File: src/rtl/sta_out_deser.sv
// Serial deserializer for the STA datapath output: hunts for a sync word, then packs the
// following bits LSB-first into WIDTH-bit words and queues them in a 2-entry FWFT FIFO.
module sta_out_deser #(
  parameter int unsigned      WIDTH = 8,
  parameter logic [WIDTH-1:0] SYNC  = WIDTH'(8'hA5)
) (
  input  logic             clk,
  input  logic             rst,
  input  logic             din,
  input  logic             din_en,
  input  logic             resync,
  output logic [WIDTH-1:0] word_out,
  output logic             word_par,
  output logic             word_valid,
  input  logic             word_ready,
  output logic             locked,
  output logic             overflow,
  output logic [7:0]       drop_cnt
);

  localparam int unsigned     CntW    = $clog2(WIDTH);
  localparam logic [CntW-1:0] CntLast = CntW'(WIDTH - 1);

  typedef enum logic [0:0] {StHunt, StLocked} state_e;

  state_e            state_q, state_d;
  logic [WIDTH-1:0]  sr_q, sr_d;
  logic [CntW-1:0]   bit_cnt_q, bit_cnt_d;
  logic [WIDTH-1:0]  head_q, head_d;
  logic [WIDTH-1:0]  tail_q, tail_d;
  logic [1:0]        count_q, count_d;
  logic              overflow_q, overflow_d;
  logic [7:0]        drop_cnt_q, drop_cnt_d;

  logic [WIDTH-1:0]  sr_next;
  logic              push;
  logic              pop;

  assign sr_next = {din, sr_q[WIDTH-1:1]};

  // Framing: sync detection in HUNT, bit counting and word completion in LOCKED.
  always_comb begin
    state_d   = state_q;
    sr_d      = sr_q;
    bit_cnt_d = bit_cnt_q;
    push      = 1'b0;
    if (din_en) begin
      sr_d = sr_next;
      case (state_q)
        StHunt: begin
          if (sr_next == SYNC) begin
            state_d   = StLocked;
            bit_cnt_d = '0;
          end
        end
        default: begin
          if (bit_cnt_q == CntLast) begin
            push      = 1'b1;
            bit_cnt_d = '0;
          end else begin
            bit_cnt_d = bit_cnt_q + 1'b1;
          end
        end
      endcase
    end
    // A word completing on this edge has already been pushed above; only the framing resets.
    if (resync) begin
      state_d   = StHunt;
      bit_cnt_d = '0;
    end
  end

  assign pop = word_valid & word_ready;

  // head_q is the FIFO output register; tail_q only holds the second entry when full.
  always_comb begin
    head_d     = head_q;
    tail_d     = tail_q;
    count_d    = count_q;
    overflow_d = overflow_q;
    drop_cnt_d = drop_cnt_q;
    case (count_q)
      2'd0: begin
        if (push) begin
          head_d  = sr_next;
          count_d = 2'd1;
        end
      end
      2'd1: begin
        if (push && pop) begin
          head_d = sr_next;
        end else if (push) begin
          tail_d  = sr_next;
          count_d = 2'd2;
        end else if (pop) begin
          count_d = 2'd0;
        end
      end
      default: begin
        if (pop) begin
          head_d = tail_q;
          if (push) begin
            tail_d = sr_next;
          end else begin
            count_d = 2'd1;
          end
        end else if (push) begin
          overflow_d = 1'b1;
          if (drop_cnt_q != 8'hFF) begin
            drop_cnt_d = drop_cnt_q + 8'd1;
          end
        end
      end
    endcase
  end

  always_ff @(posedge clk) begin
    if (rst) begin
      state_q    <= StHunt;
      sr_q       <= '0;
      bit_cnt_q  <= '0;
      head_q     <= '0;
      tail_q     <= '0;
      count_q    <= 2'd0;
      overflow_q <= 1'b0;
      drop_cnt_q <= 8'd0;
    end else begin
      state_q    <= state_d;
      sr_q       <= sr_d;
      bit_cnt_q  <= bit_cnt_d;
      head_q     <= head_d;
      tail_q     <= tail_d;
      count_q    <= count_d;
      overflow_q <= overflow_d;
      drop_cnt_q <= drop_cnt_d;
    end
  end

  assign word_out   = head_q;
  assign word_par   = ^head_q;
  assign word_valid = (count_q != 2'd0);
  assign locked     = (state_q == StLocked);
  assign overflow   = overflow_q;
  assign drop_cnt   = drop_cnt_q;

endmodule

File: config.mk
export PLATFORM = sky130hd
export DESIGN_NAME = sta_out_deser
export DESIGN_NICKNAME = d
export VERILOG_FILES = /design/src/rtl/sta_out_deser.sv
export SDC_FILE = /design/constraint.sdc
export NUM_CORES = 1
export LEC_CHECK = 0
export CAP_MARGIN = 10
export CORE_UTILIZATION = 52
export CTS_BUF_LIST = sky130_fd_sc_hd__clkbuf_4 sky130_fd_sc_hd__clkbuf_8 sky130_fd_sc_hd__clkbuf_16
export CTS_CLUSTER_DIAMETER = 40
export CTS_CLUSTER_SIZE = 24
export DETAILED_ROUTE_END_ITERATION = 12
export PLACE_DENSITY = 0.85
export SYNTH_ARGS = -nofsm -noshare
export SYNTH_HDL_FRONTEND = slang
export SYNTH_SLANG_ARGS = --single-unit
File: constraint.sdc
create_clock -name clk -period 2.4 [get_ports clk]
set_clock_uncertainty 0.05 [all_clocks]
set_input_delay 0.48 -clock clk [delete_from_list [all_inputs] [get_ports clk]]
set_output_delay 0.48 -clock clk [all_outputs]
set_load 0.02 [all_outputs]
==> report_table.html, run 1 <==
<table>
<tr><th>Metric</th><th>Value</th></tr>
<tr><th colspan="2">Layout</th></tr>
<tr><td>Layout overhead on the synthesized area</td><td>20.6%</td></tr>
<tr><td>Final core utilization</td><td>between 60% and 70%</td></tr>
<tr><td>Area of combinational cells with multiple inputs</td><td>863 µm²</td></tr>
<tr><td>Number of fill cells</td><td>between 200 and 300</td></tr>
<tr><td>Share of cells above drive strength 1</td><td>about 8%</td></tr>
<tr><td>Final antenna diode count</td><td>0</td></tr>
<tr><td>Fin cells</td><td>about 240</td></tr>
<tr><td>Most frequent standard cell in the layout excluding fill and tap cells</td><td>sky130_fd_sc_hd__dfxtp_1</td></tr>
<tr><td>Combined flip-flop and latch cell area</td><td>around 760 µm²</td></tr>
<tr><td>Commonest cells after routing, fill and taps aside</td><td>sky130_fd_sc_hd__dfxtp_1 (38), sky130_fd_sc_hd__nor2_1 (31), sky130_fd_sc_hd__mux2i_1 (24), sky130_fd_sc_hd__clkdlybuf4s50_1 (24)</td></tr>
<tr><td>Number of nets at the end of the flow</td><td>between 200 and 250</td></tr>
<tr><th colspan="2">Min path</th></tr>
<tr><td>Worst Hold Endpoint</td><td>overflow</td></tr>
<tr><td>Class of the worst hold path</td><td>flop to flop</td></tr>
<tr><td>Instance count along the most critical hold path</td><td>2</td></tr>
<tr><td>Worst hold start</td><td>overflow</td></tr>
<tr><th colspan="2">Clock network</th></tr>
<tr><td>TritonCTS clock tree</td><td>yes</td></tr>
<tr><td>Clock Sinks</td><td>38</td></tr>
<tr><td>Clock tree buffer depth</td><td>2</td></tr>
<tr><td>Clock tree root buffer cell</td><td>sky130_fd_sc_hd__clkbuf_4</td></tr>
<tr><td>Worst skew pair latency</td><td>between 0.3 and 0.4 ns</td></tr>
<tr><td>H-tree depth</td><td>2</td></tr>
<tr><td>Reg clk slew, reported paths</td><td>around 0.1 ns</td></tr>
<tr><td>TritonCTS buffer count</td><td>5</td></tr>
<tr><th colspan="2">Drt</th></tr>
<tr><td>Post-detailed-route count of antenna-violating nets</td><td>0</td></tr>
<tr><td>Detailed-route vias per instance</td><td>between 5 and 6</td></tr>
<tr><td>Wire length per cell after detailed routing</td><td>~13 µm</td></tr>
<tr><td>Number of search-and-repair iterations in the first detailed-routing pass</td><td>4</td></tr>
<tr><td>Post-Route M1 WL</td><td>about 1500 µm</td></tr>
<tr><td>Violation count after the first detailed-route iteration</td><td>62</td></tr>
<tr><td>Uppermost metal layer occupied by signal nets</td><td>met4</td></tr>
<tr><td>DR DRC count</td><td>0</td></tr>
<tr><td>Total vias in the final route</td><td>approximately 1300</td></tr>
<tr><td>Total length of routed met2 wires</td><td>1510 µm</td></tr>
<tr><td>Met3 wirelength from detailed routing</td><td>131 µm</td></tr>
<tr><td>Drt total wl</td><td>about 3200 µm</td></tr>
<tr><th colspan="2">STA</th></tr>
<tr><td>Accumulated negative setup slack</td><td>0 ns</td></tr>
<tr><td>Final min period</td><td>2.10 ns</td></tr>
<tr><td>Setup repair after global routing missed its margin</td><td>false</td></tr>
<tr><td>Final-report hold violation count</td><td>0</td></tr>
<tr><td>Relative slew margins</td><td>between 70% and 80%</td></tr>
<tr><td>Number of max-slew violations in the final report</td><td>0</td></tr>
<tr><td>Final worst path period share</td><td>between 80 and 90%</td></tr>
<tr><td>Transition time at the pin with the least slew margin</td><td>0.429 ns</td></tr>
<tr><td>Number of failing setup endpoints in the final timing report</td><td>0</td></tr>
<tr><td>Maximum operating frequency</td><td>476 MHz</td></tr>
<tr><th colspan="2">Setup path</th></tr>
<tr><td>Startpoint Class</td><td>flop</td></tr>
<tr><td>Worst path cell trace</td><td>xor2_1 -&gt; xnor2_1 -&gt; xnor2_1 -&gt; dlygate4sd2_1</td></tr>
<tr><td>Setup CP Type</td><td>flop to primary output</td></tr>
<tr><td>Register-to-register path setup slack</td><td>0.43 ns</td></tr>
<tr><td>Largest fanout on the critical path</td><td>3</td></tr>
<tr><td>Dominant delay contributor by cell family on the critical path</td><td>XOR/XNOR gates</td></tr>
<tr><td>Register-to-Register Path Depth</td><td>6</td></tr>
<tr><td>Crit path top cell by count</td><td>sky130_fd_sc_hd__xnor2_1</td></tr>
<tr><td>Worst r2r dst</td><td>drop_cnt[6]</td></tr>
<tr><td>Worst Path Arrival</td><td>roughly 1.6 ns</td></tr>
<tr><td>Number of cells on the critical path</td><td>4</td></tr>
<tr><td>Reg2Reg Launch Point</td><td>bit_cnt_q[0]</td></tr>
<tr><td>Worst path slowest cell</td><td>sky130_fd_sc_hd__dfxtp_1</td></tr>
<tr><td>Delay of the slowest cell on the worst path</td><td>0.39 ns</td></tr>
<tr><td>Data required time of the critical path</td><td>~1.9 ns</td></tr>
<tr><td>Buffers plus inverters on the worst setup path</td><td>1</td></tr>
<tr><td>Type of element capturing the critical path</td><td>primary output</td></tr>
<tr><th colspan="2">Floorplan</th></tr>
<tr><td>Number of ports placed on the die boundary</td><td>26</td></tr>
<tr><td>Area of the die</td><td>about 3400 µm²</td></tr>
<tr><td>Vert. Die Dim</td><td>just under 60 µm</td></tr>
<tr><td>Starting Density</td><td>54.8%</td></tr>
<tr><td>Core outline area</td><td>3050 µm²</td></tr>
<tr><td>Core Rows</td><td>20</td></tr>
<tr><td>Die X-Extent</td><td>approximately 60 µm</td></tr>
<tr><th colspan="2">Power</th></tr>
<tr><td>Leakage Power</td><td>0.000720 µW</td></tr>
<tr><td>Highest ir drop seen on vdd</td><td>slightly above 400 µV</td></tr>
<tr><td>Cell Pwr Density</td><td>between 500 and 600 nW/µm²</td></tr>
<tr><th colspan="2">Global routing</th></tr>
<tr><td>Via count of the first global-routing pass</td><td>around 1200</td></tr>
<tr><td>Pin count of the biggest net entering global routing</td><td>36</td></tr>
<tr><td>First-pass GRT wire length</td><td>5420 µm</td></tr>
<tr><td>Overflow after GRT</td><td>0</td></tr>
<tr><td>Combined global-route utilization of all metal layers</td><td>a little over a fifth</td></tr>
<tr><td>Antenna violations before repair</td><td>0</td></tr>
<tr><th colspan="2">Logic synthesis</th></tr>
<tr><td>Post-synth cell types</td><td>35</td></tr>
<tr><td>Synth Register Bits</td><td>38</td></tr>
<tr><td>Yosys warning count</td><td>0</td></tr>
<tr><td>Number of cells produced by synthesis</td><td>173</td></tr>
<tr><td>Post-synthesis instance area</td><td>about 1700 µm²</td></tr>
<tr><td>Net count of the mapped netlist</td><td>around 180</td></tr>
<tr><td>Sequential fraction of the synthesis area</td><td>between 40% and 50%</td></tr>
<tr><td>Synthesized area per cell</td><td>about 9.7 µm²</td></tr>
<tr><th colspan="2">Place</th></tr>
<tr><td>HPWL after detailed placement</td><td>~2400 µm</td></tr>
<tr><td>Post-Place Cells</td><td>around 240</td></tr>
<tr><td>Weighted congestion reported at the end of routability-driven placement</td><td>roughly 0.78</td></tr>
<tr><td>Port bufs</td><td>25</td></tr>
<tr><th colspan="2">Outcome</th></tr>
<tr><td>Run status</td><td>completed</td></tr>
<tr><th colspan="2">Job</th></tr>
<tr><td>Max-capacitance violation count</td><td>0</td></tr>
</table>
-- cell usage after synthesis --
cell type                   number  area share, %
sky130_fd_sc_hd__and3_1          3            1.1
sky130_fd_sc_hd__a22oi_1         1           0.45
sky130_fd_sc_hd__o22a_2          1           0.60
sky130_fd_sc_hd__mux2i_1        24             14
sky130_fd_sc_hd__nand4_1         1           0.37
sky130_fd_sc_hd__nor4_1          1           0.37
sky130_fd_sc_hd__o31ai_1         1           0.45
sky130_fd_sc_hd__nor2_1         31            7.0
sky130_fd_sc_hd__nand4bb_1       1           0.67
sky130_fd_sc_hd__a31o_2          1           0.52
sky130_fd_sc_hd__or3_1           3            1.1
sky130_fd_sc_hd__nor2b_1         1           0.37
sky130_fd_sc_hd__a21o_1          1           0.45
sky130_fd_sc_hd__nand2_1         6            1.3
sky130_fd_sc_hd__inv_1           1           0.22
sky130_fd_sc_hd__clkbuf_1        5            1.1
sky130_fd_sc_hd__a211oi_1        8            3.6
sky130_fd_sc_hd__o2111ai_1       2            1.0
sky130_fd_sc_hd__xnor2_1         6            3.1
sky130_fd_sc_hd__buf_6           1           0.67
sky130_fd_sc_hd__a32o_1          2            1.2
sky130_fd_sc_hd__or3b_4          1           0.67
sky130_fd_sc_hd__xor2_1          4            2.1
sky130_fd_sc_hd__o21ai_0         4            1.2
sky130_fd_sc_hd__o211ai_2        1           0.75
sky130_fd_sc_hd__nand3_1         4            1.2
sky130_fd_sc_hd__a21oi_1         8            2.4
sky130_fd_sc_hd__or4_1           1           0.45
sky130_fd_sc_hd__nor3_1          2           0.60
sky130_fd_sc_hd__buf_2           3           0.90
sky130_fd_sc_hd__ha_1            3            2.2
sky130_fd_sc_hd__a21oi_4         1           0.97
sky130_fd_sc_hd__nor3b_1         1           0.45
sky130_fd_sc_hd__and2b_1         1           0.45
sky130_fd_sc_hd__dfxtp_1        38             45
-- how the worst max path moves through the flow --
stage                      start     endpoint
global placement      word_ready    tail_q[6]
global route         word_out[5]     word_par
floorplan           bit_cnt_q[0]  word_out[5]
CTS                  word_out[5]     word_par
detailed placement    word_ready    tail_q[7]
finish               word_out[5]     word_par
-- tightest hold or removal path, cell delays in order, from the launching register on --
cell and delay [ns]:
sky130_fd_sc_hd__dfxtp_1 0.35, sky130_fd_sc_hd__a21oi_1 0.05, sky130_fd_sc_hd__nor2_1 0.08
-- timing repair --
| action | in CTS | in global routing |
|---|---|---|
| gates resized for setup | 1 | 0 |
| buffers inserted | 0 | 0 |
| hold buffers | 0 | 0 |
| endpoints found under the setup margin | 1 | 0 |
-- logic make-up after synthesis --
group | after synthesis | synth area share, %
AO/OA/AOI/OAI | 31 | 13.6
XOR/XNOR | 10 | 5.24
adder cells (fa/ha/maj) | 3 | 2.24
buffers and inverters | 10 | 2.92
flip-flops | 38 | 45.5
multiplexers | 24 | 14.4
AND/OR/NAND/NOR | 57 | 16.2
-- flip-flops by register name, summed over array words and instances (netlist names) --
signal     count
drop_cnt       8
tail_q         8
word_out       8
sr_q           7
bit_cnt_q      3
count_q        2
locked         1
overflow       1
-- metal layers --
metal | GRT usage (%) | vias to the layer above
met5 | 0 | -
li1 | - | 674
met4 | 10.2 | 0
met1 | 24.8 | 617
met2 | 35.2 | 22
met3 | 7.03 | 8
-- area by class of cell --
cell class | count | share of cell area (%)
inverters | 1 | 0.186
flip-flops and latches | 38 | 37.7
multi-input cells | 125 | 42.8
clock buffers | 7 | 2.91
repair buffers | 28 | 13.5
well taps | 44 | 2.73
clock inverters | 1 | 0.248
-- through the flow --
stage	total power, µW	instance area, µm²	setup WS (ns)	hold WS [ns]
6_report	1020	2020	0.301	0.448
5_1_grt	1060	2020	0.204	0.473
4_1_cts	1030	2020	0.271	0.455
3_5_place_dp	684	1960	0.138	0.433
3_3_place_gp	683	1960	0.222	0.407
2_1_floorplan	668	1670	0.684	0.410
-- report_power, final --
group          total (µW)  leakage (µW)  internal (µW)  switching [µW]
clock                 351     0.0000387            153             198
combinational        35.0      0.000375           15.4            19.6
sequential            635      0.000306            632            2.62
Note: power is estimated with default switching activity, not from simulation.
==> run 2: changes to the inputs <==
--- a/config.mk
+++ b/config.mk
@@ -12,6 +12,7 @@
 export CTS_CLUSTER_SIZE = 24
 export DETAILED_ROUTE_END_ITERATION = 12
 export PLACE_DENSITY = 0.85
+export SLEW_MARGIN = 0
 export SYNTH_ARGS = -nofsm -noshare
 export SYNTH_HDL_FRONTEND = slang
 export SYNTH_SLANG_ARGS = --single-unit
==> results of run 2 <==
The final DEF is identical to that of run 1; final timing and power are the same.
